--- src/rtl/manchester_pkg.sv ---
`default_nettype none
// ============================================================================
//  Module      : manchester_pkg
//  Description : Shared definitions for the Manchester frame transmitter and
//                its matching decoder: FSM states, SFD pattern, preamble
//                start bit and IEEE 802.3 line polarity constants.
//  Revision    : 1.0 - initial release
// ============================================================================
package manchester_pkg;

  // Frame sequencer states (PARITY is reachable only in parity builds)
  typedef enum logic [2:0] {
    ST_IDLE     = 3'd0,
    ST_PREAMBLE = 3'd1,
    ST_SFD      = 3'd2,
    ST_DATA     = 3'd3,
    ST_PARITY   = 3'd4,
    ST_GAP      = 3'd5
  } state_t;

  // Start-of-frame delimiter, sent MSB first
  localparam logic [1:0] SFD_BITS = 2'b11;

  // Preamble alternates starting from this value
  localparam logic PREAMBLE_START_BIT = 1'b1;

  // IEEE 802.3 polarity: a 1 is low-then-high, a 0 is high-then-low
  localparam logic BIT1_FIRST_HALF  = 1'b0;
  localparam logic BIT1_SECOND_HALF = 1'b1;
  localparam logic BIT0_FIRST_HALF  = 1'b1;
  localparam logic BIT0_SECOND_HALF = 1'b0;

  // Line level outside of a frame
  localparam logic LINE_IDLE = 1'b0;

  // Line level for one half of an encoded bit
  function automatic logic encode_half(input logic bit_val, input logic second_half);
    if (second_half) return bit_val ? BIT1_SECOND_HALF : BIT0_SECOND_HALF;
    else             return bit_val ? BIT1_FIRST_HALF  : BIT0_FIRST_HALF;
  endfunction

endpackage
`default_nettype wire

--- src/rtl/manchester_halfbit_timer.sv ---
`default_nettype none
// ============================================================================
//  Module      : manchester_halfbit_timer
//  Description : Emits a one-cycle strobe on the last cycle of every
//                half-bit (every HALF_BIT_CYC cycles) while enabled. The
//                count restarts from zero whenever the timer is disabled.
//  Revision    : 1.0 - initial release
// ============================================================================
module manchester_halfbit_timer #(
  parameter int HALF_BIT_CYC = 4
) (
  input  logic clk,
  input  logic rst,
  input  logic en,
  output logic strobe
);

  generate
    if (HALF_BIT_CYC == 1) begin : g_single
      // Every enabled cycle is a complete half-bit; no counter needed
      wire unused_clk_rst = &{1'b0, clk, rst};
      assign strobe = en;
    end else begin : g_count
      localparam int CW = $clog2(HALF_BIT_CYC);
      localparam logic [CW-1:0] LAST = CW'(HALF_BIT_CYC - 1);

      logic [CW-1:0] count;

      // Position within the current half-bit, wrapping at LAST
      always_ff @(posedge clk or posedge rst) begin
        if (rst)                count <= '0;
        else if (!en)           count <= '0;
        else if (count == LAST) count <= '0;
        else                    count <= count + 1'b1;
      end

      assign strobe = en && (count == LAST);
    end
  endgenerate

endmodule
`default_nettype wire

--- src/rtl/manchester_frame_tx.sv ---
`default_nettype none
// ============================================================================
//  Module      : manchester_frame_tx
//  Description : Manchester (IEEE 802.3) frame transmitter. Accepts a payload
//                on a valid/ready handshake and sends preamble, SFD, payload
//                (MSB first), optional even parity, then an idle gap.
//                Optional feature macro: MANCHESTER_TX_PARITY_EN adds a
//                parity bit after the payload.
//  Revision    : 1.0 - initial release
// ============================================================================
module manchester_frame_tx
  import manchester_pkg::*;
#(
  parameter int DATA_W       = 8,
  parameter int HALF_BIT_CYC = 4,
  parameter int PREAMBLE_LEN = 8,
  parameter int GAP_BITS     = 2
) (
  input  logic              clk,
  input  logic              rst,
  input  logic              in_valid,
  input  logic [DATA_W-1:0] in_data,
  output logic              in_ready,
  output logic              manchester_out,
  output logic              tx_active
);

  // One bit counter serves every state; size it for the longest one
  localparam int MAX_A   = (PREAMBLE_LEN > DATA_W) ? PREAMBLE_LEN : DATA_W;
  localparam int MAX_B   = (MAX_A > GAP_BITS) ? MAX_A : GAP_BITS;
  localparam int MAX_CNT = (MAX_B > 2) ? MAX_B : 2;
  localparam int CNT_W   = $clog2(MAX_CNT);

  localparam logic [CNT_W-1:0] PRE_LAST  = CNT_W'(PREAMBLE_LEN - 1);
  localparam logic [CNT_W-1:0] SFD_LAST  = CNT_W'(1);
  localparam logic [CNT_W-1:0] DATA_LAST = CNT_W'(DATA_W - 1);
  localparam logic [CNT_W-1:0] GAP_LAST  = CNT_W'((GAP_BITS > 0) ? GAP_BITS - 1 : 0);

  // With no gap the last payload bit returns straight to IDLE
  localparam state_t AFTER_PAYLOAD = (GAP_BITS == 0) ? ST_IDLE : ST_GAP;
`ifdef MANCHESTER_TX_PARITY_EN
  localparam state_t AFTER_DATA = ST_PARITY;
`else
  localparam state_t AFTER_DATA = AFTER_PAYLOAD;
`endif

  state_t             state, state_n;
  logic               half, half_n;          // 0 = first half, 1 = second half
  logic [CNT_W-1:0]   bit_cnt, bit_cnt_n;
  logic [DATA_W-1:0]  shreg, shreg_n;
  logic               line_n, active_n;
  logic               tx_bit;
  logic               on_air;
  logic               half_strobe;
`ifdef MANCHESTER_TX_PARITY_EN
  logic               parity_q, parity_n;
`endif

  assign in_ready = (state == ST_IDLE);

  manchester_halfbit_timer #(
    .HALF_BIT_CYC (HALF_BIT_CYC)
  ) u_timer (
    .clk    (clk),
    .rst    (rst),
    .en     (state != ST_IDLE),
    .strobe (half_strobe)
  );

  // Sequencer registers and the registered line output
  always_ff @(posedge clk or posedge rst) begin
    if (rst) begin
      state          <= ST_IDLE;
      half           <= 1'b0;
      bit_cnt        <= '0;
      shreg          <= '0;
      manchester_out <= LINE_IDLE;
      tx_active      <= 1'b0;
`ifdef MANCHESTER_TX_PARITY_EN
      parity_q       <= 1'b0;
`endif
    end else begin
      state          <= state_n;
      half           <= half_n;
      bit_cnt        <= bit_cnt_n;
      shreg          <= shreg_n;
      manchester_out <= line_n;
      tx_active      <= active_n;
`ifdef MANCHESTER_TX_PARITY_EN
      parity_q       <= parity_n;
`endif
    end
  end

  // Next-state and next-line logic; line is computed from the next state so
  // the first preamble half appears right after the transfer edge
  always_comb begin
    state_n   = state;
    half_n    = half;
    bit_cnt_n = bit_cnt;
    shreg_n   = shreg;
`ifdef MANCHESTER_TX_PARITY_EN
    parity_n  = parity_q;
`endif

    if (state == ST_IDLE) begin
      if (in_valid) begin
        state_n   = ST_PREAMBLE;
        half_n    = 1'b0;
        bit_cnt_n = '0;
        shreg_n   = in_data;
`ifdef MANCHESTER_TX_PARITY_EN
        parity_n  = ^in_data;
`endif
      end
    end else if (half_strobe) begin
      half_n = ~half;
      if (half) begin
        bit_cnt_n = bit_cnt + 1'b1;
        case (state)
          ST_PREAMBLE: if (bit_cnt == PRE_LAST) begin
            state_n   = ST_SFD;
            bit_cnt_n = '0;
          end
          ST_SFD: if (bit_cnt == SFD_LAST) begin
            state_n   = ST_DATA;
            bit_cnt_n = '0;
          end
          ST_DATA: begin
            shreg_n = shreg << 1;
            if (bit_cnt == DATA_LAST) begin
              state_n   = AFTER_DATA;
              bit_cnt_n = '0;
            end
          end
`ifdef MANCHESTER_TX_PARITY_EN
          ST_PARITY: begin
            state_n   = AFTER_PAYLOAD;
            bit_cnt_n = '0;
          end
`endif
          ST_GAP: if (bit_cnt == GAP_LAST) begin
            state_n   = ST_IDLE;
            bit_cnt_n = '0;
          end
          default: begin
            state_n   = ST_IDLE;
            bit_cnt_n = '0;
          end
        endcase
      end
    end

    tx_bit = 1'b0;
    on_air = 1'b0;
    case (state_n)
      ST_PREAMBLE: begin
        tx_bit = PREAMBLE_START_BIT ^ bit_cnt_n[0];
        on_air = 1'b1;
      end
      ST_SFD: begin
        tx_bit = bit_cnt_n[0] ? SFD_BITS[0] : SFD_BITS[1];
        on_air = 1'b1;
      end
      ST_DATA: begin
        tx_bit = shreg_n[DATA_W-1];
        on_air = 1'b1;
      end
`ifdef MANCHESTER_TX_PARITY_EN
      ST_PARITY: begin
        tx_bit = parity_n;
        on_air = 1'b1;
      end
`endif
      default: begin
        tx_bit = 1'b0;
        on_air = 1'b0;
      end
    endcase

    line_n   = on_air ? encode_half(tx_bit, half_n) : LINE_IDLE;
    active_n = on_air;
  end

endmodule
`default_nettype wire

--- config.mk ---
export PLATFORM = sky130hd
export DESIGN_NAME = manchester_frame_tx
export DESIGN_NICKNAME = d
export VERILOG_FILES = /design/src/rtl/manchester_pkg.sv /design/src/rtl/manchester_halfbit_timer.sv /design/src/rtl/manchester_frame_tx.sv
export SDC_FILE = /design/constraint.sdc
export NUM_CORES = 1
export LEC_CHECK = 0
export ABC_AREA = 1
export BUFFER_PORTS_ARGS = -buffer_cell sky130_fd_sc_hd__buf_2
export CAP_MARGIN = 15
export CORE_MARGIN = 2
export CORE_UTILIZATION = 60
export CTS_BUF_LIST = sky130_fd_sc_hd__clkbuf_16
export CTS_CLUSTER_SIZE = 30
export DETAILED_ROUTE_END_ITERATION = 8
export PLACE_DENSITY_LB_ADDON = 0.2
export SKIP_CTS_REPAIR_TIMING = 1
export SYNTH_ARGS = -nofsm -noshare
export SYNTH_HDL_FRONTEND = slang
export SYNTH_HIERARCHICAL = 1
export SYNTH_SLANG_ARGS = --single-unit
--- constraint.sdc ---
create_clock -name clk -period 2.6 [get_ports clk]
set_input_delay 0.52 -clock clk [delete_from_list [all_inputs] [get_ports clk]]
set_output_delay 0.52 -clock clk [all_outputs]
set_load 0.01 [all_outputs]
==> results of run 1 <==
final cells by class:
class / instances / area [sq um]
Clock buffer: 3 / 75.07
Timing Repair Buffer: 13 / 65.06
Multi-Input combinational cell: 87 / 511.7
Clock inverter: 1 / 3.754
Tap cell: 25 / 31.28
Fill cell: 153 / 460.4
Inverter: 32 / 122.6
Sequential cell: 19 / 475.5
power by group:
part	total (mW)	switching, mW	leakage [nW]	internal (mW)
registers	0.296	0	0.214	0.296
clock network	0.311	0.106	0.0423	0.205
logic	0.0169	0.0109	0.438	0.00598
cells by family (layout without fill, tap and decap cells):
logic type / Yosys count / count (layout)
and+or+nand+nor: 62 / 62
buffers and inverters: 34 / 49
AOI/OAI and AO/OA: 20 / 20
DFF: 19 / 19
adders and majority gates: 5 / 5
metal layers:
metal  track usage [%]  wire (um)  share of wire [%]  up-vias
met5                 0          0                  0        -
met4             10.00         36                1.6        0
met3             3.462        154                6.8        5
met2             36.22       1101                 49       39
met1             30.86        971                 43      427
li1                  -          -                  -      482
cells in the final DEF (no fill, tap or decap), types with 2 or more instances in the layout:
| cell | count |
|---|---|
| nand2_1 | 27 |
| o22ai_1 | 2 |
| clkbuf_16 | 3 |
| o21ai_0 | 4 |
| nand3_2 | 2 |
| inv_1 | 26 |
| nand2_2 | 6 |
| ha_1 | 5 |
| nor2_2 | 4 |
| o21ai_1 | 2 |
| inv_2 | 6 |
| nor2_1 | 5 |
| nand3_1 | 14 |
| dfrtp_1 | 19 |
| o221ai_1 | 6 |
| buf_2 | 13 |
| a21oi_2 | 2 |
Yosys cell counts (2+ instances only):
cell type / n
nand3_2: 2
nor2_1: 5
o21ai_1: 2
dfrtp_1: 19
ha_1: 5
inv_1: 25
inv_2: 6
nand3_1: 14
nand2_2: 6
nand2_1: 27
o21ai_0: 4
o22ai_1: 2
nor2_2: 4
a21oi_2: 2
o221ai_1: 6
flip-flops by register name, indices dropped and copies added, names as in the netlist:
name and cells:
shreg 8, half 1, bit_cnt 3, manchester_out 1
u_timer/g_count.count 2, state 3, tx_active 1
stage by stage:
stage / std cells / worst slack [ns] / total power [mW] / hold WS [ns] / instance area, sq um
global route: 180 / 0.4920 / 0.6370 / 0.1329 / 1285
detailed placement: 176 / 0.7303 / 0.3178 / 0.3821 / 1206
finish: 180 / 0.6875 / 0.6240 / 0.1179 / 1285
floorplan: 140 / 0.9470 / 0.3087 / 0.2612 / 1125
CTS: 180 / 0.6831 / 0.6261 / 0.1179 / 1285
global placement: 176 / 0.7926 / 0.3174 / 0.3768 / 1206
path summary, 6_finish.rpt:
check,from,slack [ns],end,cells after the start
max,state[2]$_DFF_PP0_,0.69,manchester_out$_DFF_PP0_,14
min,rst,0.12,u_timer/g_count.count[0]$_DFF_PP0_,2
max reg2reg,state[2]$_DFF_PP0_,0.69,manchester_out$_DFF_PP0_,14
min reg2reg,u_timer/g_count.count[0]$_DFF_PP0_,0.44,u_timer/g_count.count[0]$_DFF_PP0_,1
max in group asynchronous,rst,1.83,state[2]$_DFF_PP0_,2
min in group clk,u_timer/g_count.count[0]$_DFF_PP0_,0.44,u_timer/g_count.count[0]$_DFF_PP0_,1
==> flow_metrics.tcl, run 1 <==
set metrics [dict create \
    slew_violations 0 \
    cts_num_sinks 19 \
    power_density_nw_per_um2 485.6 \
    synth_top_family_by_area "simple AND/OR/NAND/NOR gates" \
    layout-drive-gt1-share_pct 25.81 \
    overflow 0 \
    vias_per_cell 5.294 \
    first_global_vias 862 \
    cts_buffer_depth 2 \
    grt_max_degree 18 \
    synthArstFlopShare_pct 100.0 \
    synth_top_cell_area_share_pct 42.27 \
    gp_congestion 0.8535 \
    path_clk_slew_ns 0.05 \
    tritoncts "yes" \
    fp.dieW_um 47.30 \
    fin_crit_ns 1.912 \
    endpoint_kind "register" \
    routed_wirelength_um 2263 \
    cp.arrival_ns 2.10 \
    drtIter0Drc 38 \
    synth_flop_cell "dfrtp_1" \
    drt_pass1_iterations 4 \
    critical_path_class "reg2reg" \
    worstSetupStartpointType "register" \
    cts_buffers 3 \
    io_pins 14 \
    netlist_instances 140 \
    synthMuxAreaShare_pct 0 \
    dieArea_sq_um 2237 \
    dp_hpwl_um 1587 \
    crit_family "simple AND/OR/NAND/NOR gates" \
    grt_usage_pct 22.87 \
    crit_slowest_cell "dfrtp_1" \
    yosysSeqAreaShare_pct 42.27 \
    peakVddDrop_mv 0.4868 \
    num_vias 953 \
    synth_edf_count 0 \
    die_y_um 47.30 \
    clock_skew_ns 0.001029 \
    drtAntennaViolNets 0 \
    start_util_pct 64.44 \
    slew_headroom_pct 57.26 \
    clk_latency_ns 0.25 \
    cap_violations 0 \
    fin_nets 172 \
    rows 15 \
    synth-simple-area-share_pct 27.36 \
    grt_pass1_wl_um 3546 \
    cts_root_buf "clkbuf_16" \
    status "completed" \
    port_buffers 13 \
    final-setup-viol-count 0 \
    path_buf_inv 4 \
    synth-xor-area-share_pct 0 \
    ys_types 26 \
    clock.fmax_mhz 522.9 \
    synth_compound_area_share_pct 12.57 \
    path_max_fanout 8 \
    antenna_cells 0 \
    fin_util_pct 73.62 \
    crit_required_ns 2.78 \
    hold_class "in2async" \
    syn_to_final_growth_pct 14.24 \
    syn_nets 156 \
    cp_cell_sequence "inv_2 -> nand3_4 -> nand2_1 -> inv_1 -> nand2_1 -> inv_1 -> nand2_2 -> nand2_2 -> nand3_2 -> nand2_2 -> inv_2 -> nand3_2 -> nand3_1 -> a21oi_2" \
    syn_area_sq_um 1125 \
    yosys-top-cells-area "dfrtp_1, nand2_1, inv_1" \
    h-tree-depth 1 \
    rsz0062_at_grt "false" \
    synth-adder-area-share_pct 5.562 \
    cpMostUsedCell "nand2_2" \
    worst_pin_slew_ns 0.6404 \
    core_sq_um 1745 \
    drcViolationCount 0 \
    ys_warn_count 6 \
    yosysTopAreaCell "dfrtp_1" \
    ys_seq_elements 19 \
    min_period_over_period_pct 73.56 \
    worst_path_largest_cell_delay_ns 0.46 \
    post_drt_wl_per_cell_um 12.57 \
    leakage_nw 0.6945 \
    tns_ns 0 \
    antenna_found_initial 0 \
    syn_avg_cell_area_sq_um 8.034 \
    hold_violations 0 \
]
No activity file was read; power rests on OpenSTA's default activity.
==> run 2: changes to the inputs <==
--- a/config.mk
+++ b/config.mk
@@ -5,11 +5,11 @@
 export SDC_FILE = /design/constraint.sdc
 export NUM_CORES = 1
 export LEC_CHECK = 0
-export ABC_AREA = 1
+export ABC_AREA = 0
 export BUFFER_PORTS_ARGS = -buffer_cell sky130_fd_sc_hd__buf_2
 export CAP_MARGIN = 15
 export CORE_MARGIN = 2
-export CORE_UTILIZATION = 60
+export CORE_UTILIZATION = 51
 export CTS_BUF_LIST = sky130_fd_sc_hd__clkbuf_16
 export CTS_CLUSTER_SIZE = 30
 export DETAILED_ROUTE_END_ITERATION = 8
==> constraint.sdc (replaced) <==
create_clock -name clk -period 1.56 [get_ports clk]
set_input_delay 0.312 -clock clk [delete_from_list [all_inputs] [get_ports clk]]
set_output_delay 0.312 -clock clk [all_outputs]
set_load 0.01 [all_outputs]
==> run 2 against run 1 <==
Global-route usage up 1.1 points. Fmax down 7.1%. Routed wire length up 31%. Critical path depth down 8. Core utilization up 1.8 points. Sequential power rose to 2.8 times the previous value. Count of clock-buffer cells in the layout unchanged. Clock skew about the same. Critical endpoint unchanged. The run now ends with negative setup slack left.
==> flow_metrics.tcl, run 2 <==
set metrics [dict create \
    status "complete, but fails checks" \
    violations "negative setup slack" \
    hold_path_depth 3 \
    io_pins 14 \
    crit_family "simple AND/OR/NAND/NOR gates" \
    synth_flop_cell "dfrtp_1" \
    worst_path_largest_cell_delay_ns 0.40 \
    fin_nets 185 \
    drtAntennaViolNets 0 \
    rows 17 \
    dp_cells 188 \
    synthTopCellsByCount "dfrtp_1, nand2_1, nor2_1" \
    use_met2_pct 41.99 \
    clock_skew_ns 0.001436 \
    cts_root_buf "clkbuf_16" \
    syn_avg_cell_area_sq_um 9.374 \
    synthArstFlopShare_pct 100.0 \
    layout-drive-gt1-share_pct 44.64 \
    slew_violations 0 \
    clock.fmax_mhz 485.8 \
    drcViolationCount 0 \
    syn_area_sq_um 1144 \
    top_register "shreg" \
    drtIter0Drc 24 \
    vias_per_cell 5.577 \
    use_met1_pct 28.22 \
    fp.dieW_um 51.36 \
    cts_buffer_depth 2 \
    r2r_start "state[2]$_DFF_PP0_" \
    final-setup-viol-count 17 \
    r2r_end "manchester_out$_DFF_PP0_" \
    cp.arrival_ns 2.22 \
    crit_required_ns 1.72 \
    final_common_cell "buf_4" \
    post_drt_wl_per_cell_um 15.15 \
    antenna_found_initial 0 \
    num_vias 1093 \
    routed_wirelength_um 2969 \
    rsz0062_at_grt "true" \
    synth.most_common_cell "dfrtp_1" \
    start_util_pct 52.71 \
    placed_area_sq_um 1443 \
    fin_crit_ns 2.058 \
    crit_slowest_cell "dfrtp_1" \
    port_buffers 13 \
    worstSetupStartpointType "register" \
    grt_usage_pct 23.99 \
    comb_power_share_pct 54.9 \
    ys_types 43 \
    switching_share_pct 37.25 \
    p_clk_share_pct 17.6 \
    hold_class "in2reg" \
    synth-simple-area-share_pct 25.71 \
    path_max_fanout 7 \
    synth-adder-area-share_pct 5.470 \
    critical_path_class "reg2reg" \
    whs_endpoint "shreg[0]$_DFFE_PP0P_" \
    layout_common_cells "buf_4, dfrtp_1, nand2_1" \
    cap_violations 0 \
    die_y_um 51.36 \
    setup_slack_ns -0.4985 \
    ys_seq_elements 19 \
    core_sq_um 2170 \
    largestRegisters "shreg x8, bit_cnt x3, state x3" \
    grt_busiest_layer "met2" \
    gp_congestion 0.9464 \
    clk_latency_ns 0.25 \
    min_period_over_period_pct 132.0 \
    endpoint_kind "register" \
    yosysSeqAreaShare_pct 41.58 \
    drt_pass1_iterations 4 \
    antenna_cells 0 \
    dieArea_sq_um 2637 \
    syn_nets 138 \
    cts_buffers 3 \
    synth-xor-area-share_pct 0 \
    synth_top_family_by_area "simple AND/OR/NAND/NOR gates" \
    dpl_worst_slack_ns -0.5154 \
    p_seq_share_pct 27.4 \
    reg2reg_depth 6 \
    grt_max_degree 18 \
    r2r_slack_ns -0.50 \
    leakage_nw 0.7978 \
    synthMuxAreaShare_pct 1.751 \
    p_int_mw 1.914 \
    finalPower_mw 3.050 \
    design_area_sq_um 1635 \
    min_from "in_data[0]" \
    path_clk_slew_ns 0.06 \
    dp_hpwl_um 2049 \
    synth_edf_count 0 \
    ys_warn_count 6 \
    peakVddDrop_mv 1.231 \
    yosysTopAreaCell "dfrtp_1" \
    power_density_nw_per_um2 1865 \
    tritoncts "yes" \
    synth_compound_area_share_pct 19.37 \
    grt_pass1_wl_um 4623 \
    tns_ns -3.577 \
    synth_top_cell_area_share_pct 41.58 \
    grt_util_met3_pct 4.971 \
    worst_pin_slew_ns 0.5810 \
    largest_register_ffs 8 \
    h-tree-depth 1 \
    hold_violations 0 \
    syn_to_final_growth_pct 43.00 \
    whs_ns 0.2818 \
    stdcell_count 196 \
    p_switching_mw 1.136 \
    first_global_vias 1007 \
    slew_headroom_pct 61.13 \
    overflow 0 \
    cp_cell_sequence "or3_4 -> and2_4 -> and2b_1 -> a32o_2 -> or3b_4 -> a311oi_2" \
    yosys-top-cells-area "dfrtp_1, nand2_1, ha_1" \
    netlist_instances 122 \
    fin_util_pct 75.37 \
    path_buf_inv 0 \
    cts_num_sinks 19 \
]
[run 2: changes by cell type after synthesis, sizes merged, moves of 3 or more]
cell,delta
buf,+3
nor2b,+3
a21oi,+3
a22oi,+5
inv,-25
nand2b,+3
nor3,+3
nand2,-15
nand3,-15
and2,+3
o221ai,-6
[run 2: worst max-delay path by stage]
stage	from	to	slack, ns	cells past startpoint
detailed placement	state[0]$_DFF_PP0_	manchester_out$_DFF_PP0_	-0.52	8
global route	state[2]$_DFF_PP0_	manchester_out$_DFF_PP0_	-0.59	8
global placement	state[0]$_DFF_PP0_	manchester_out$_DFF_PP0_	-0.47	6
floorplan	state[1]$_DFF_PP0_	manchester_out$_DFF_PP0_	-0.60	9
finish	state[2]$_DFF_PP0_	manchester_out$_DFF_PP0_	-0.50	6
CTS	state[0]$_DFF_PP0_	manchester_out$_DFF_PP0_	-0.52	8
[run 2: cells by family after synthesis]
group | after synthesis
muxes | 2
buffers and inverters | 13
adders and majority gates | 5
AOI/OAI and AO/OA | 32
and+or+nand+nor | 51
DFF | 19
[run 2: per-layer routing]
metal | routed length (um) | vias to the layer above
met2 | 1605 | 30
met3 | 128 | 6
met1 | 1183 | 528
met5 | 0 | -
met4 | 51 | 0
li1 | - | 529
[run 2: worst reg2reg max path, cell delays in order (launching register included)]
cell and delay [ns]:
dfrtp_1 0.40, or3_4 0.39, and2_4 0.17, and2b_1 0.16, a32o_2 0.22, or3b_4 0.37, a311oi_2 0.26
[run 2: power groups by stage]
stage               logic [mW]  registers, mW  clock network (mW)
global route              1.82          0.861               0.561
floorplan                0.908          0.857                   0
detailed placement        1.44          0.844                   0
global placement          1.41          0.829                   0
finish                    1.67          0.837               0.538
CTS                       1.45          0.836               0.541
[run 2: layout make-up]
type / count / area, sq um
clock buffers: 3 / 75.07
flip-flops and latches: 19 / 475.5
clock inverters: 1 / 5.005
repair buffers: 47 / 347.8
inverters: 8 / 33.78
fillers: 165 / 534.3
well taps: 28 / 35.03
multi-input cells: 90 / 663.1
==> run 3: changes to the inputs <==
--- a/config.mk
+++ b/config.mk
@@ -14,7 +14,9 @@
 export CTS_CLUSTER_SIZE = 30
 export DETAILED_ROUTE_END_ITERATION = 8
 export PLACE_DENSITY_LB_ADDON = 0.2
+export SETUP_SLACK_MARGIN = 0.05
 export SKIP_CTS_REPAIR_TIMING = 1
+export SLEW_MARGIN = 20
 export SYNTH_ARGS = -nofsm -noshare
 export SYNTH_HDL_FRONTEND = slang
 export SYNTH_HIERARCHICAL = 1
==> run 3 against run 2 <==
The flow still finishes with violations (negative setup slack). Worst hold slack worse by 0.024 ns. Core utilization up 3.3 points. First-iteration DRC count up 13%. Power up 2.9%. Count of clock-buffer cells in the layout unchanged. Critical endpoint unchanged.
==> flow_metrics.tcl, run 3 (synthesized netlist as in run 2, its figures left out) <==
set metrics [dict create \
    crit_end "manchester_out$_DFF_PP0_" \
    r2r_end "manchester_out$_DFF_PP0_" \
    rows 17 \
    gp_congestion 0.9034 \
    clock_skew_ns 0.004339 \
    syn_to_final_growth_pct 49.34 \
    clk_latency_ns 0.26 \
    post_drt_wl_per_cell_um 15.78 \
    whs_ns 0.2576 \
    finalPower_mw 3.138 \
    dr.max_layer_used "met4" \
    power_density_nw_per_um2 1837 \
    overflow 0 \
    r2r_slack_ns -0.53 \
    reg2reg_depth 7 \
    port_buffers 13 \
    tritoncts "yes" \
    slew_headroom_pct 73.71 \
    final_common_cell "buf_4" \
    grt_usage_pct 24.86 \
    stdcell_count 200 \
    h-tree-depth 1 \
    final-setup-viol-count 16 \
    critical_path_class "reg2reg" \
    clock.fmax_mhz 479.5 \
    cts_buffer_depth 2 \
    layout-drive-gt1-share_pct 45.35 \
    grt_pass1_wl_um 4698 \
    worst_pin_slew_ns 0.3902 \
    cts_buffers 3 \
    drtAntennaViolNets 0 \
    antenna_found_initial 0 \
    route.met3.wl_um 159 \
    first_global_vias 1005 \
    r2r_start "state[2]$_DFF_PP0_" \
    m1WireLength_um 1297 \
    vias_per_cell 5.605 \
    largestRegisters "shreg x8, bit_cnt x3, state x3" \
    layout_common_cells "buf_4, dfrtp_1, nand2_1" \
    num_vias 1121 \
    hold_class "in2reg" \
    routed_wirelength_um 3155 \
    fp.dieW_um 51.36 \
    drcViolationCount 0 \
    fin_util_pct 78.72 \
    drtIter0Drc 27 \
    startpoint "state[2]$_DFF_PP0_" \
    path_clk_slew_ns 0.06 \
    cp.arrival_ns 2.24 \
    dpl_worst_slack_ns -0.5754 \
    cts_num_sinks 19 \
    fin_crit_ns 2.086 \
    rsz0062_at_grt "true" \
    status "complete, but fails checks" \
    top_register "shreg" \
    slew_violations 0 \
    endpoint_kind "register" \
    dp_hpwl_um 2147 \
    antenna_cells 0 \
    violations "negative setup slack" \
    core_sq_um 2170 \
    drt_pass1_iterations 4 \
    worstSetupStartpointType "register" \
    start_util_pct 52.71 \
    io_pins 14 \
    crit_required_ns 1.72 \
    route.met2.wl_um 1623 \
    dp_cells 190 \
    hold_violations 0 \
    dieArea_sq_um 2637 \
    die_y_um 51.36 \
    cts_root_buf "clkbuf_16" \
    setup_slack_ns -0.5257 \
    grt_max_degree 18 \
    path_max_fanout 6 \
    min_period_over_period_pct 133.7 \
    largest_register_ffs 8 \
    peakVddDrop_mv 1.519 \
    leakage_nw 0.8309 \
    cap_violations 0 \
    fin_nets 189 \
]
## run 3: cell count changes in the layout (fill, tap and decap cells not counted), sizes merged
cell  previous run  this run
buf             46        50
## run 3: layer usage
metal / track usage [%] / up-vias
met5: 0 / -
met2: 41.56 / 31
met1: 31.59 / 541
met4: 10.09 / 0
li1: - / 538
met3: 4.678 / 11
## run 3: final cells by class
| cell class | instances | area (sq um) |
|---|---|---|
| inverter | 8 | 33.78 |
| sequential | 19 | 475.5 |
| tap | 28 | 35.03 |
| timing repair buffer | 51 | 394.1 |
| clock inverter | 1 | 5.005 |
| multi-input combinational | 90 | 689.4 |
| clock buffer | 3 | 75.07 |
| fill | 148 | 461.7 |
## run 3: per-stage QoR
| stage | cell area, sq um | setup TNS, ns |
|---|---|---|
| floorplan | 1171 | -2.610 |
| global placement | 1461 | -3.307 |
| detailed placement | 1461 | -4.122 |
| CTS | 1541 | -4.510 |
| global route | 1708 | -3.570 |
| finish | 1708 | -2.725 |
## run 3: worst min path at each step
stage | slack (ns) | cells after the start | end | startpoint
finish | 0.26 | 3 | shreg[0]$_DFFE_PP0P_ | in_data[0]
global route | 0.28 | 3 | shreg[0]$_DFFE_PP0P_ | in_data[0]
floorplan | 0.05 | 1 | u_timer/g_count.count[0]$_DFF_PP0_ | rst
CTS | -0.08 | 2 | u_timer/g_count.count[1]$_DFF_PP0_ | rst
detailed placement | 0.19 | 2 | u_timer/g_count.count[1]$_DFF_PP0_ | rst
global placement | 0.17 | 2 | u_timer/g_count.count[0]$_DFF_PP0_ | rst
## run 3: worst max-delay path, stage by stage, from the launching register on
cell	delay, ns
dfrtp_1	0.41
or3_4	0.40
and2_4	0.17
and2_2	0.20
nand3_1	0.11
a211oi_2	0.09
or3b_1	0.38
a311oi_1	0.22
## run 3: power by group
group,switching (mW),internal (mW)
sequential,0.134,0.710
clock,0.190,0.344
combinational,0.864,0.895
